File: src/rtl/mem_port_arbiter_if.sv
// Port bundle for mem_port_arbiter: the three requester handshakes plus the
// single-port memory strobe/address/data lines.
interface mem_port_arbiter_if #(
  parameter int AW = 10,
  parameter int DW = 32
);
  logic          d_req;
  logic          d_we;
  logic [AW-1:0] d_addr;
  logic [DW-1:0] d_wdata;
  logic          d_gnt;
  logic          d_rvalid;
  logic [DW-1:0] d_rdata;

  logic          i_req;
  logic [AW-1:0] i_addr;
  logic          i_gnt;
  logic          i_rvalid;
  logic [DW-1:0] i_rdata;

  logic          l_req;
  logic          l_we;
  logic [AW-1:0] l_addr;
  logic [DW-1:0] l_wdata;
  logic          l_gnt;
  logic          l_rvalid;
  logic [DW-1:0] l_rdata;

  logic          stall_if;
  logic          stall_mem;

  logic          mem_en;
  logic          mem_we;
  logic [AW-1:0] mem_addr;
  logic [DW-1:0] mem_wdata;
  logic [DW-1:0] mem_rdata;

  // Arbiter side
  modport slave (
    input  d_req, d_we, d_addr, d_wdata,
    output d_gnt, d_rvalid, d_rdata,
    input  i_req, i_addr,
    output i_gnt, i_rvalid, i_rdata,
    input  l_req, l_we, l_addr, l_wdata,
    output l_gnt, l_rvalid, l_rdata,
    output stall_if, stall_mem,
    output mem_en, mem_we, mem_addr, mem_wdata,
    input  mem_rdata
  );

  // System side: requesters and the memory macro
  modport master (
    output d_req, d_we, d_addr, d_wdata,
    input  d_gnt, d_rvalid, d_rdata,
    output i_req, i_addr,
    input  i_gnt, i_rvalid, i_rdata,
    output l_req, l_we, l_addr, l_wdata,
    input  l_gnt, l_rvalid, l_rdata,
    input  stall_if, stall_mem,
    input  mem_en, mem_we, mem_addr, mem_wdata,
    output mem_rdata
  );
endinterface

File: src/rtl/mem_port_arbiter.sv
// Three-way arbiter in front of the unified single-port memory: data port,
// instruction fetch and loader, with loader anti-starvation and tagged read return.
module mem_port_arbiter #(
  parameter int AW         = 10,
  parameter int DW         = 32,
  parameter int STARVE_MAX = 8
) (
  input  logic               clk1,
  input  logic               rst,
  mem_port_arbiter_if.slave  bus
);

  localparam int CW = $clog2(STARVE_MAX + 1);
  localparam logic [CW-1:0] STARVE_LIM = CW'(STARVE_MAX);

  // The owner tag also serves as the read-pending flag (anything but NONE).
  typedef enum logic [1:0] {
    OWN_NONE,
    OWN_D,
    OWN_I,
    OWN_L
  } owner_e;

  owner_e        owner_q, owner_d;
  logic [CW-1:0] starve_cnt_q, starve_cnt_d;
  logic [DW-1:0] d_rdata_q, i_rdata_q, l_rdata_q;

  logic          promote;
  logic          gnt_d, gnt_i, gnt_l;
  logic          sel_we;
  logic [AW-1:0] sel_addr;
  logic [DW-1:0] sel_wdata;

  assign promote = bus.l_req && (starve_cnt_q == STARVE_LIM);

  always_comb begin
    gnt_d = 1'b0;
    gnt_i = 1'b0;
    gnt_l = 1'b0;
    if (!rst) begin
      if (promote) begin
        gnt_l = 1'b1;
      end else if (bus.d_req) begin
        gnt_d = 1'b1;
      end else if (bus.i_req) begin
        gnt_i = 1'b1;
      end else if (bus.l_req) begin
        gnt_l = 1'b1;
      end
    end
  end

  always_comb begin
    sel_we    = 1'b0;
    sel_addr  = '0;
    sel_wdata = '0;
    if (gnt_d) begin
      sel_we    = bus.d_we;
      sel_addr  = bus.d_addr;
      sel_wdata = bus.d_wdata;
    end else if (gnt_i) begin
      sel_addr  = bus.i_addr;
    end else if (gnt_l) begin
      sel_we    = bus.l_we;
      sel_addr  = bus.l_addr;
      sel_wdata = bus.l_wdata;
    end
  end

  assign bus.d_gnt     = gnt_d;
  assign bus.i_gnt     = gnt_i;
  assign bus.l_gnt     = gnt_l;
  assign bus.mem_en    = gnt_d | gnt_i | gnt_l;
  assign bus.mem_we    = sel_we;
  assign bus.mem_addr  = sel_addr;
  assign bus.mem_wdata = sel_wdata;

  // Loader wait counter: counts consecutive lost cycles, saturating at the limit.
  always_comb begin
    starve_cnt_d = starve_cnt_q;
    if (!bus.l_req || gnt_l) begin
      starve_cnt_d = '0;
    end else if (starve_cnt_q != STARVE_LIM) begin
      starve_cnt_d = starve_cnt_q + CW'(1);
    end
  end

  always_ff @(posedge clk1 or posedge rst) begin
    if (rst) begin
      starve_cnt_q <= '0;
    end else begin
      starve_cnt_q <= starve_cnt_d;
    end
  end

  always_ff @(posedge clk1 or posedge rst) begin
    if (rst) begin
      owner_q <= OWN_NONE;
    end else begin
      owner_q <= owner_d;
    end
  end

  always_comb begin
    owner_d = OWN_NONE;
    if (gnt_d && !bus.d_we) begin
      owner_d = OWN_D;
    end else if (gnt_i) begin
      owner_d = OWN_I;
    end else if (gnt_l && !bus.l_we) begin
      owner_d = OWN_L;
    end
  end

  // Response cycle passes memory data straight through; afterwards the copy is held.
  always_comb begin
    bus.d_rvalid  = (owner_q == OWN_D);
    bus.i_rvalid  = (owner_q == OWN_I);
    bus.l_rvalid  = (owner_q == OWN_L);
    bus.d_rdata   = bus.d_rvalid ? bus.mem_rdata : d_rdata_q;
    bus.i_rdata   = bus.i_rvalid ? bus.mem_rdata : i_rdata_q;
    bus.l_rdata   = bus.l_rvalid ? bus.mem_rdata : l_rdata_q;
    bus.stall_if  = bus.i_req && !gnt_i && !rst;
    bus.stall_mem = bus.d_req && !gnt_d && !rst;
  end

  always_ff @(posedge clk1 or posedge rst) begin
    if (rst) begin
      d_rdata_q <= '0;
      i_rdata_q <= '0;
      l_rdata_q <= '0;
    end else begin
      if (owner_q == OWN_D) begin
        d_rdata_q <= bus.mem_rdata;
      end
      if (owner_q == OWN_I) begin
        i_rdata_q <= bus.mem_rdata;
      end
      if (owner_q == OWN_L) begin
        l_rdata_q <= bus.mem_rdata;
      end
    end
  end

  a_one_grant : assert property (@(posedge clk1) disable iff (rst)
    $onehot0({gnt_d, gnt_i, gnt_l}));

  a_promoted_loader_wins : assert property (@(posedge clk1) disable iff (rst)
    promote |-> gnt_l);

  a_starve_bounded : assert property (@(posedge clk1) disable iff (rst)
    starve_cnt_q <= STARVE_LIM);

  a_one_response : assert property (@(posedge clk1) disable iff (rst)
    $onehot0({bus.d_rvalid, bus.i_rvalid, bus.l_rvalid}));

endmodule

File: src/flat_wrapper.sv
// flat-port wrapper written by rule: the top's interface ports become plain ports
module mem_port_arbiter_flat 
#(
  parameter int AW         = 10,
  parameter int DW         = 32,
  parameter int STARVE_MAX = 8
)
  (clk1, rst, bus_d_req, bus_d_we, bus_d_addr, bus_d_wdata, bus_d_gnt, bus_d_rvalid, bus_d_rdata, bus_i_req, bus_i_addr, bus_i_gnt, bus_i_rvalid, bus_i_rdata, bus_l_req, bus_l_we, bus_l_addr, bus_l_wdata, bus_l_gnt, bus_l_rvalid, bus_l_rdata, bus_stall_if, bus_stall_mem, bus_mem_en, bus_mem_we, bus_mem_addr, bus_mem_wdata, bus_mem_rdata);
  mem_port_arbiter_if #(.AW(AW), .DW(DW)) bus_i ();
  input  logic clk1;
  input  logic rst;
  input wire logic [$bits(bus_i.d_req)-1:0] bus_d_req;
  input wire logic [$bits(bus_i.d_we)-1:0] bus_d_we;
  input wire logic [$bits(bus_i.d_addr)-1:0] bus_d_addr;
  input wire logic [$bits(bus_i.d_wdata)-1:0] bus_d_wdata;
  output wire logic [$bits(bus_i.d_gnt)-1:0] bus_d_gnt;
  output wire logic [$bits(bus_i.d_rvalid)-1:0] bus_d_rvalid;
  output wire logic [$bits(bus_i.d_rdata)-1:0] bus_d_rdata;
  input wire logic [$bits(bus_i.i_req)-1:0] bus_i_req;
  input wire logic [$bits(bus_i.i_addr)-1:0] bus_i_addr;
  output wire logic [$bits(bus_i.i_gnt)-1:0] bus_i_gnt;
  output wire logic [$bits(bus_i.i_rvalid)-1:0] bus_i_rvalid;
  output wire logic [$bits(bus_i.i_rdata)-1:0] bus_i_rdata;
  input wire logic [$bits(bus_i.l_req)-1:0] bus_l_req;
  input wire logic [$bits(bus_i.l_we)-1:0] bus_l_we;
  input wire logic [$bits(bus_i.l_addr)-1:0] bus_l_addr;
  input wire logic [$bits(bus_i.l_wdata)-1:0] bus_l_wdata;
  output wire logic [$bits(bus_i.l_gnt)-1:0] bus_l_gnt;
  output wire logic [$bits(bus_i.l_rvalid)-1:0] bus_l_rvalid;
  output wire logic [$bits(bus_i.l_rdata)-1:0] bus_l_rdata;
  output wire logic [$bits(bus_i.stall_if)-1:0] bus_stall_if;
  output wire logic [$bits(bus_i.stall_mem)-1:0] bus_stall_mem;
  output wire logic [$bits(bus_i.mem_en)-1:0] bus_mem_en;
  output wire logic [$bits(bus_i.mem_we)-1:0] bus_mem_we;
  output wire logic [$bits(bus_i.mem_addr)-1:0] bus_mem_addr;
  output wire logic [$bits(bus_i.mem_wdata)-1:0] bus_mem_wdata;
  input wire logic [$bits(bus_i.mem_rdata)-1:0] bus_mem_rdata;
  assign bus_i.d_req = bus_d_req;
  assign bus_i.d_we = bus_d_we;
  assign bus_i.d_addr = bus_d_addr;
  assign bus_i.d_wdata = bus_d_wdata;
  assign bus_d_gnt = bus_i.d_gnt;
  assign bus_d_rvalid = bus_i.d_rvalid;
  assign bus_d_rdata = bus_i.d_rdata;
  assign bus_i.i_req = bus_i_req;
  assign bus_i.i_addr = bus_i_addr;
  assign bus_i_gnt = bus_i.i_gnt;
  assign bus_i_rvalid = bus_i.i_rvalid;
  assign bus_i_rdata = bus_i.i_rdata;
  assign bus_i.l_req = bus_l_req;
  assign bus_i.l_we = bus_l_we;
  assign bus_i.l_addr = bus_l_addr;
  assign bus_i.l_wdata = bus_l_wdata;
  assign bus_l_gnt = bus_i.l_gnt;
  assign bus_l_rvalid = bus_i.l_rvalid;
  assign bus_l_rdata = bus_i.l_rdata;
  assign bus_stall_if = bus_i.stall_if;
  assign bus_stall_mem = bus_i.stall_mem;
  assign bus_mem_en = bus_i.mem_en;
  assign bus_mem_we = bus_i.mem_we;
  assign bus_mem_addr = bus_i.mem_addr;
  assign bus_mem_wdata = bus_i.mem_wdata;
  assign bus_i.mem_rdata = bus_mem_rdata;
  mem_port_arbiter #(.AW(AW), .DW(DW), .STARVE_MAX(STARVE_MAX)) u_core (.clk1(clk1), .rst(rst), .bus(bus_i));
endmodule
File: config.mk
export PLATFORM = sky130hd
export DESIGN_NAME = mem_port_arbiter_flat
export DESIGN_NICKNAME = d
export VERILOG_FILES = /design/src/rtl/mem_port_arbiter_if.sv /design/src/rtl/mem_port_arbiter.sv /design/src/flat_wrapper.sv
export SDC_FILE = /design/constraint.sdc
export NUM_CORES = 1
export LEC_CHECK = 0
export ABC_AREA = 1
export CAP_MARGIN = 20
export CORE_MARGIN = 5
export CORE_UTILIZATION = 40
export CTS_CLUSTER_SIZE = 16
export DETAILED_ROUTE_END_ITERATION = 10
export PLACE_DENSITY = 0.94
export SLEW_MARGIN = 20
export SYNTH_ARGS = -nofsm -noshare
export SYNTH_HDL_FRONTEND = slang
export SYNTH_SLANG_ARGS = --single-unit
export TNS_END_PERCENT = 5
File: constraint.sdc
create_clock -name clk1 -period 5 [get_ports clk1]
set_clock_uncertainty 0.1 [all_clocks]
set_input_delay 1 -clock clk1 [delete_from_list [all_inputs] [get_ports clk1]]
set_output_delay 1 -clock clk1 [all_outputs]
set_load 0.03 [all_outputs]
==> impl_metrics.json, run 1 <==
{
  "outcome": "complete, no violations",
  "drv_cap": 0,
  "overflow": 0,
  "viasPerCell": 4.826,
  "yosys-top-cells-area": "dfrtp_1 (57%), nand2_1 (18%), o21ai_0 (11%), inv_1 (3.5%), nand3_1 (2.7%)",
  "nNetsFinal": 942,
  "r2r_end": "u_core.i_rdata_q[8]",
  "clock-root-buffer": "clkbuf_16",
  "path_clk_slew_ns": 0.07,
  "grt_pass1_vias": 4614,
  "start_util_pct": 41.19,
  "fin_tns_setup_ns": 0,
  "synth_area_um2": 4504,
  "core.rowCount": 38,
  "clock-sinks": 102,
  "htree_levels": 3,
  "yosysMostFrequentCell": "nand2_1",
  "via_count": 4594,
  "dpl.hpwl_um": 13090,
  "yosys_warnings": 0,
  "grtUsageTotal_pct": 24.11,
  "synth_top_area_cell": "dfrtp_1",
  "irDropWorstVdd_mv": 0.2354,
  "place_congestion": 0.9106,
  "nFillCells": 867,
  "critPathArrivalTime_ns": 3.34,
  "dp_cells": 936,
  "powerDensity_nw_per_um2": 401.4,
  "max_slew.worst_pin.slew_ns": 0.9651,
  "worstPathRequired_ns": 3.90,
  "layout.area.seq_um2": 2552,
  "fin_cells": 952,
  "antenna_cells": 0,
  "hold_buffers": 0,
  "yosysTopAreaCellShare_pct": 56.67,
  "path_class": "input pin to output port",
  "p_leak_uw": 0.003592,
  "final.period_utilization_pct": 88.87,
  "wirelength_um": 16510,
  "yosysUniqueCellTypes": 23,
  "dieArea_um2": 13480,
  "synth_nets": 678,
  "fmax_mhz": 225.0,
  "finalHoldWorstSlack_ns": 0.3988,
  "hold_viol": 0,
  "drc": 0,
  "clkLatencyLatePin_ns": 0.33,
  "cp-endpoint": "bus_mem_wdata[13]",
  "drive_gt1_share_pct": 5.049,
  "grt_max_degree": 66,
  "first_pass_iters": 4,
  "p_total_uw": 3066,
  "io_buffers": 280,
  "cts_inserted_buffers": 9,
  "cp_max_fo": 34,
  "ys_ff_latch": 102,
  "max_slew_margin_pct": 35.57,
  "rsz0062_at_grt": "no",
  "cts_buffer_depth": 2,
  "final_util_pct": 69.86,
  "setup_violations": 0,
  "reg2reg_setup_slack_ns": 3.10,
  "antenna_found_initial": 0,
  "cts_tree": "done",
  "worstSetupStartpointType": "input pin",
  "synth-main-ff-cell": "dfrtp_1",
  "syn-mean-instance-area_um2": 8.295,
  "area_growth_syn_to_layout_pct": 69.61,
  "hold_path_class": "flop to flop",
  "core_um2": 10940,
  "cts.repair.resized": 0,
  "routedWlPerCell_um": 17.35,
  "rr_startpoint": "u_core.owner_q[1]",
  "ys_seq_area_share_pct": 56.67,
  "finalMaxSlewViolations": 0,
  "synth_edf_count": 0,
  "min_period_ns": 4.444,
  "multi_input_area_um2": 1623,
  "chipWidth_um": 116.1,
  "async_flop_share_pct": 100.0,
  "cts_setup_buffers": 0,
  "die_height_um": 116.1,
  "io_pins": 281,
  "reg2regPathDepth": 4,
  "synthTopCellsByCount": "nand2_1 (212), dfrtp_1 (102), o21ai_0 (97)",
  "startpoint": "bus_l_req",
  "endpoint_kind": "output port",
  "drt_iter0_drc": 350,
  "ant_nets": 0,
  "syn_inst": 543,
  "grt_first_pass_wirelength_um": 24860
}
## stage by stage
| stage | instance area [um2] | setup WS (ns) |
|---|---|---|
| CTS | 7630 | 0.5821 |
| floorplan | 4504 | 0.8910 |
| finish | 7640 | 0.5565 |
| global route | 7640 | 0.4305 |
| detailed placement | 7350 | 0.5863 |
| global placement | 7350 | 0.6480 |
## layout by cell type, fill, tap and decap left out, drive strengths merged
cell type	count
buf	3
clkbuf	10
clkdlybuf4s50	280
clkinv	3
dfrtp	102
ha	2
inv	50
nand2	225
nand3	24
nor2	7
nor3	3
o211ai	1
o21ai	97
o21bai	2
o22ai	1
xnor2	1
xor2	1
## sequential cells by signal, indices dropped and copies added, names as in the netlist
name	count
u_core.i_rdata_q	32
u_core.l_rdata_q	32
u_core.owner_q	2
u_core.starve_cnt_q	4
u_core.d_rdata_q	32
## cell type report
class / count / area share (%)
clock buffers: 10 / 2.997
clock inverters: 6 / 0.6715
inverters: 47 / 2.407
multi-input cells: 364 / 21.24
flip-flops and latches: 102 / 33.41
well taps: 140 / 2.293
repair buffers: 283 / 36.98
## worst min path at each step
| stage | start | end | slack, ns | cells after the start |
|---|---|---|---|---|
| after floorplan | u_core.starve_cnt_q[0] | u_core.starve_cnt_q[0] | 0.38 | 1 |
| after global placement | u_core.d_rdata_q[21] | u_core.d_rdata_q[21] | 0.37 | 2 |
| after detailed placement | u_core.i_rdata_q[21] | u_core.i_rdata_q[21] | 0.38 | 2 |
| after CTS | u_core.l_rdata_q[25] | u_core.l_rdata_q[25] | 0.40 | 2 |
| after global routing | u_core.i_rdata_q[0] | u_core.i_rdata_q[0] | 0.42 | 2 |
| final | u_core.l_rdata_q[4] | u_core.l_rdata_q[4] | 0.40 | 2 |
## worst max-delay path, stage by stage
cell and delay (ns):
clkdlybuf4s50_1 0.56, nand2_1 0.10, inv_2 0.07, nand2_2 0.09
nand2_2 0.23, nand2_4 0.12, inv_6 0.24, nand2_1 0.09
nand2_1 0.10, clkdlybuf4s50_1 0.73
## logic make-up (layout without fill, tap and decap cells)
kind of cell | count (synthesis) | count (layout) | share of synthesized area [%]
AOI/OAI and AO/OA | 101 | 101 | 11.42
buffers and inverters | 77 | 346 | 7.639
DFF | 102 | 102 | 56.67
xor gates and xnor gates | 2 | 2 | 0.3890
and+or+nand+nor | 259 | 259 | 23.33
adders and majority gates | 2 | 2 | 0.5555
## report_power, final
| part | switching (uW) | total (uW) | leakage [uW] | internal (uW) |
|---|---|---|---|---|
| Sequential | 57.8 | 1080 | 0.00124 | 1020 |
| Combinational | 801 | 1340 | 0.00221 | 537 |
| Clock | 305 | 651 | 0.000139 | 346 |
## per-layer routing
metal	vias to the layer above	GRT usage, %	part of all wire (%)
li1	2233	-	-
met3	28	8.187	9.6
met2	200	42.12	52
met4	0	8.043	2.4
met1	2133	27.83	36
met5	-	0	0
No activity file was read; power rests on OpenSTA's default activity.
==> run 2, diff against run 1 <==
--- a/config.mk
+++ b/config.mk
@@ -5,13 +5,13 @@
 export SDC_FILE = /design/constraint.sdc
 export NUM_CORES = 1
 export LEC_CHECK = 0
-export ABC_AREA = 1
+export ABC_AREA = 0
 export CAP_MARGIN = 20
 export CORE_MARGIN = 5
-export CORE_UTILIZATION = 40
+export CORE_UTILIZATION = 41
 export CTS_CLUSTER_SIZE = 16
 export DETAILED_ROUTE_END_ITERATION = 10
-export PLACE_DENSITY = 0.94
+export PLACE_DENSITY = 0.95
 export SLEW_MARGIN = 20
 export SYNTH_ARGS = -nofsm -noshare
 export SYNTH_HDL_FRONTEND = slang
==> constraint.sdc (replaced) <==
create_clock -name clk1 -period 5 [get_ports clk1]
set_clock_uncertainty 0.1 [all_clocks]
set_input_delay 1 -clock clk1 [delete_from_list [all_inputs] [get_ports clk1]]
set_output_delay 1 -clock clk1 [all_outputs]
set_load 0.1 [all_outputs]
==> run 2 against run 1 <==
  * Final area is 4.3% higher
  * Sequential cell count stayed put
  * Critical path type unchanged
  * Wire length is 2.6% higher
  * Register-to-register slack worse by 0.14 ns
  * Largest power group unchanged
  * Utilization is 0.84 points higher
  * Synthesized cell count is 37% lower
==> impl_metrics.json, run 2 <==
{
  "htree_levels": 3,
  "worstPathRequired_ns": 3.90,
  "synth_area_um2": 4659,
  "routedWlPerCell_um": 22.17,
  "viasPerCell": 5.280,
  "io_buffers": 280,
  "powerDensity_nw_per_um2": 532.7,
  "cts_inserted_buffers": 9,
  "core.rowCount": 39,
  "r2r_end": "u_core.owner_q[0]",
  "clock-root-buffer": "clkbuf_16",
  "wirelength_um": 16940,
  "cp_max_fo": 35,
  "drv_cap": 0,
  "cts_setup_buffers": 0,
  "finalHoldWorstSlack_ns": 0.3924,
  "synth_edf_count": 0,
  "core_um2": 11270,
  "endpoint_kind": "output port",
  "cpMaxStageDelayCell": "clkdlybuf4s50_1",
  "yosysTopAreaCellShare_pct": 54.78,
  "yosys-top-cells-area": "dfrtp_1 (55%), mux2_1 (23%), a22o_1 (6.2%), a32oi_1 (1.9%), buf_2 (1.6%)",
  "drc": 0,
  "overflow": 0,
  "max_stage_delay_ns": 0.58,
  "reg2regPathDepth": 6,
  "chipWidth_um": 116.6,
  "layout_common_cells": "clkdlybuf4s50_1 (135), buf_4 (116), dfrtp_1 (102)",
  "dp_slack_ns": 0.6002,
  "grt_pass1_vias": 4364,
  "hold_buffers": 0,
  "clkPwrFrac_pct": 16.7,
  "whs_path_depth": 1,
  "final_util_pct": 70.71,
  "syn-mean-instance-area_um2": 13.54,
  "synthTopCellsByCount": "dfrtp_1 (102), mux2_1 (94), a22o_1 (33)",
  "cts_tree": "done",
  "hold_viol": 0,
  "ys_seq_area_share_pct": 54.78,
  "ys_ff_latch": 102,
  "reg2reg_setup_slack_ns": 2.96,
  "nNetsFinal": 751,
  "synth-main-ff-cell": "dfrtp_1",
  "outcome": "complete, no violations",
  "yosysUniqueCellTypes": 35,
  "pwr-share-seq_pct": 25.2,
  "final.period_utilization_pct": 88.86,
  "hold_path_class": "flop to flop",
  "die_height_um": 116.6,
  "grtUsageTotal_pct": 24.29,
  "min_period_ns": 4.443,
  "rsz0062_at_grt": "no",
  "max_slew_margin_pct": 31.71,
  "finalMaxSlewViolations": 0,
  "cts.repair.resized": 0,
  "cp_cell_sequence": "clkdlybuf4s50_1 > nand4b_1 > nand3_1 > inv_2 > or3_1 > buf_12",
  "via_count": 4034,
  "clock-sinks": 102,
  "path_clk_slew_ns": 0.07,
  "antenna_cells": 0,
  "fmax_mhz": 225.1,
  "max_slew.worst_pin.slew_ns": 1.021,
  "worst_slack_ns": 0.5571,
  "nFillCells": 732,
  "start_util_pct": 41.34,
  "p_leak_uw": 0.003459,
  "fin_tns_setup_ns": 0,
  "hp-start": "u_core.d_rdata_q[11]",
  "rr_startpoint": "u_core.starve_cnt_q[0]",
  "yosys_warnings": 0,
  "worstSetupStartpointType": "input pin",
  "pwr-share-comb_pct": 58.1,
  "dpl.hpwl_um": 13660,
  "ant_nets": 0,
  "holdPathEnd": "u_core.d_rdata_q[11]",
  "clkLatencyLatePin_ns": 0.34,
  "drt_iter0_drc": 212,
  "p_sw_uw": 2298,
  "antenna_found_initial": 0,
  "cts_buffer_depth": 2,
  "critPathArrivalTime_ns": 3.34,
  "area_growth_syn_to_layout_pct": 71.05,
  "synth_nets": 479,
  "internal_power_uw": 1948,
  "switching_share_pct": 54.11,
  "yosysMostFrequentCell": "dfrtp_1",
  "grt_first_pass_wirelength_um": 24800,
  "async_flop_share_pct": 100.0,
  "setup_violations": 0,
  "placed_area_um2": 7664,
  "drive_gt1_share_pct": 29.63,
  "place_congestion": 0.9069,
  "top_regs": "u_core.d_rdata_q x32, u_core.i_rdata_q x32, u_core.l_rdata_q x32",
  "path_class": "input pin to output port",
  "first_pass_iters": 4,
  "irDropWorstVdd_mv": 0.5076,
  "grt_max_degree": 61,
  "io_pins": 281,
  "syn_inst": 344,
  "dieArea_um2": 13600,
  "mostFrequentLayoutCell": "clkdlybuf4s50_1",
  "fin_area_um2": 7970,
  "synth_top_area_cell": "dfrtp_1"
}
==> run 2: changes by cell type after synthesis, moves of 11 or more <==
cell,delta
a22o_1,+33
nand2_1,-211
o21ai_0,-97
nand3_1,-12
inv_1,-37
nor2b_1,+11
nand2_2,-12
mux2_1,+94
==> run 2: cell type report <==
cell class,count,area (um2),area share (%)
multi-input cells,209,1974,24.77
repair buffers,286,2923,36.67
clock inverters,6,77.57,0.9733
well taps,143,178.9,2.245
inverters,8,35.03,0.4396
clock buffers,10,229.0,2.873
flip-flops and latches,102,2552,32.03
==> run 2: critical path: cells and delay by family <==
family                 cells  cell delay, ns
and+or+nand+nor            3            1.27
buffers and inverters      3            1.05
==> run 2: kinds of logic after synthesis <==
kind of cell | Yosys count | share of synthesized area, %
buf+inv | 33 | 3.625
compound gates | 56 | 10.07
fa+ha+maj | 2 | 0.5370
xor+xnor | 3 | 0.5640
simple gates | 51 | 6.982
mux | 97 | 23.44
flops | 102 | 54.78
==> run 2: worst max path at each step <==
stage,from,to,slack [ns],cells after the start
finish,bus_l_req,bus_mem_en,0.56,6
CTS,bus_l_req,bus_mem_wdata[26],0.60,6
floorplan,rst,bus_mem_addr[5],-0.47,4
detailed placement,bus_d_req,bus_mem_wdata[26],0.60,5
global route,bus_l_req,bus_mem_wdata[26],0.40,6
global placement,bus_d_req,bus_mem_wdata[26],0.61,5
==> run 2: routing by layer <==
| layer | wire length [um] | share of wire [%] | global-route usage [%] |
|---|---|---|---|
| met5 | 0 | 0 | 0 |
| met4 | 456 | 2.7 | 8.410 |
| met3 | 1301 | 7.7 | 6.528 |
| met2 | 9288 | 55 | 46.03 |
| met1 | 5892 | 35 | 25.82 |
==> run 2: power by group through the flow <==
stage	clock network [uW]	registers [uW]	logic, uW
final	711	1070	2470
after global routing	763	1080	2530
after CTS	732	1070	2480
after detailed placement	0	1080	2480
after global placement	0	1070	2450
after floorplan	0	1070	1900
==> run 2: through the flow <==
stage               power, uW  cells
global route             4377    764
floorplan                2967    344
CTS                      4283    764
detailed placement       3559    748
finish                   4246    764
global placement         3518    748
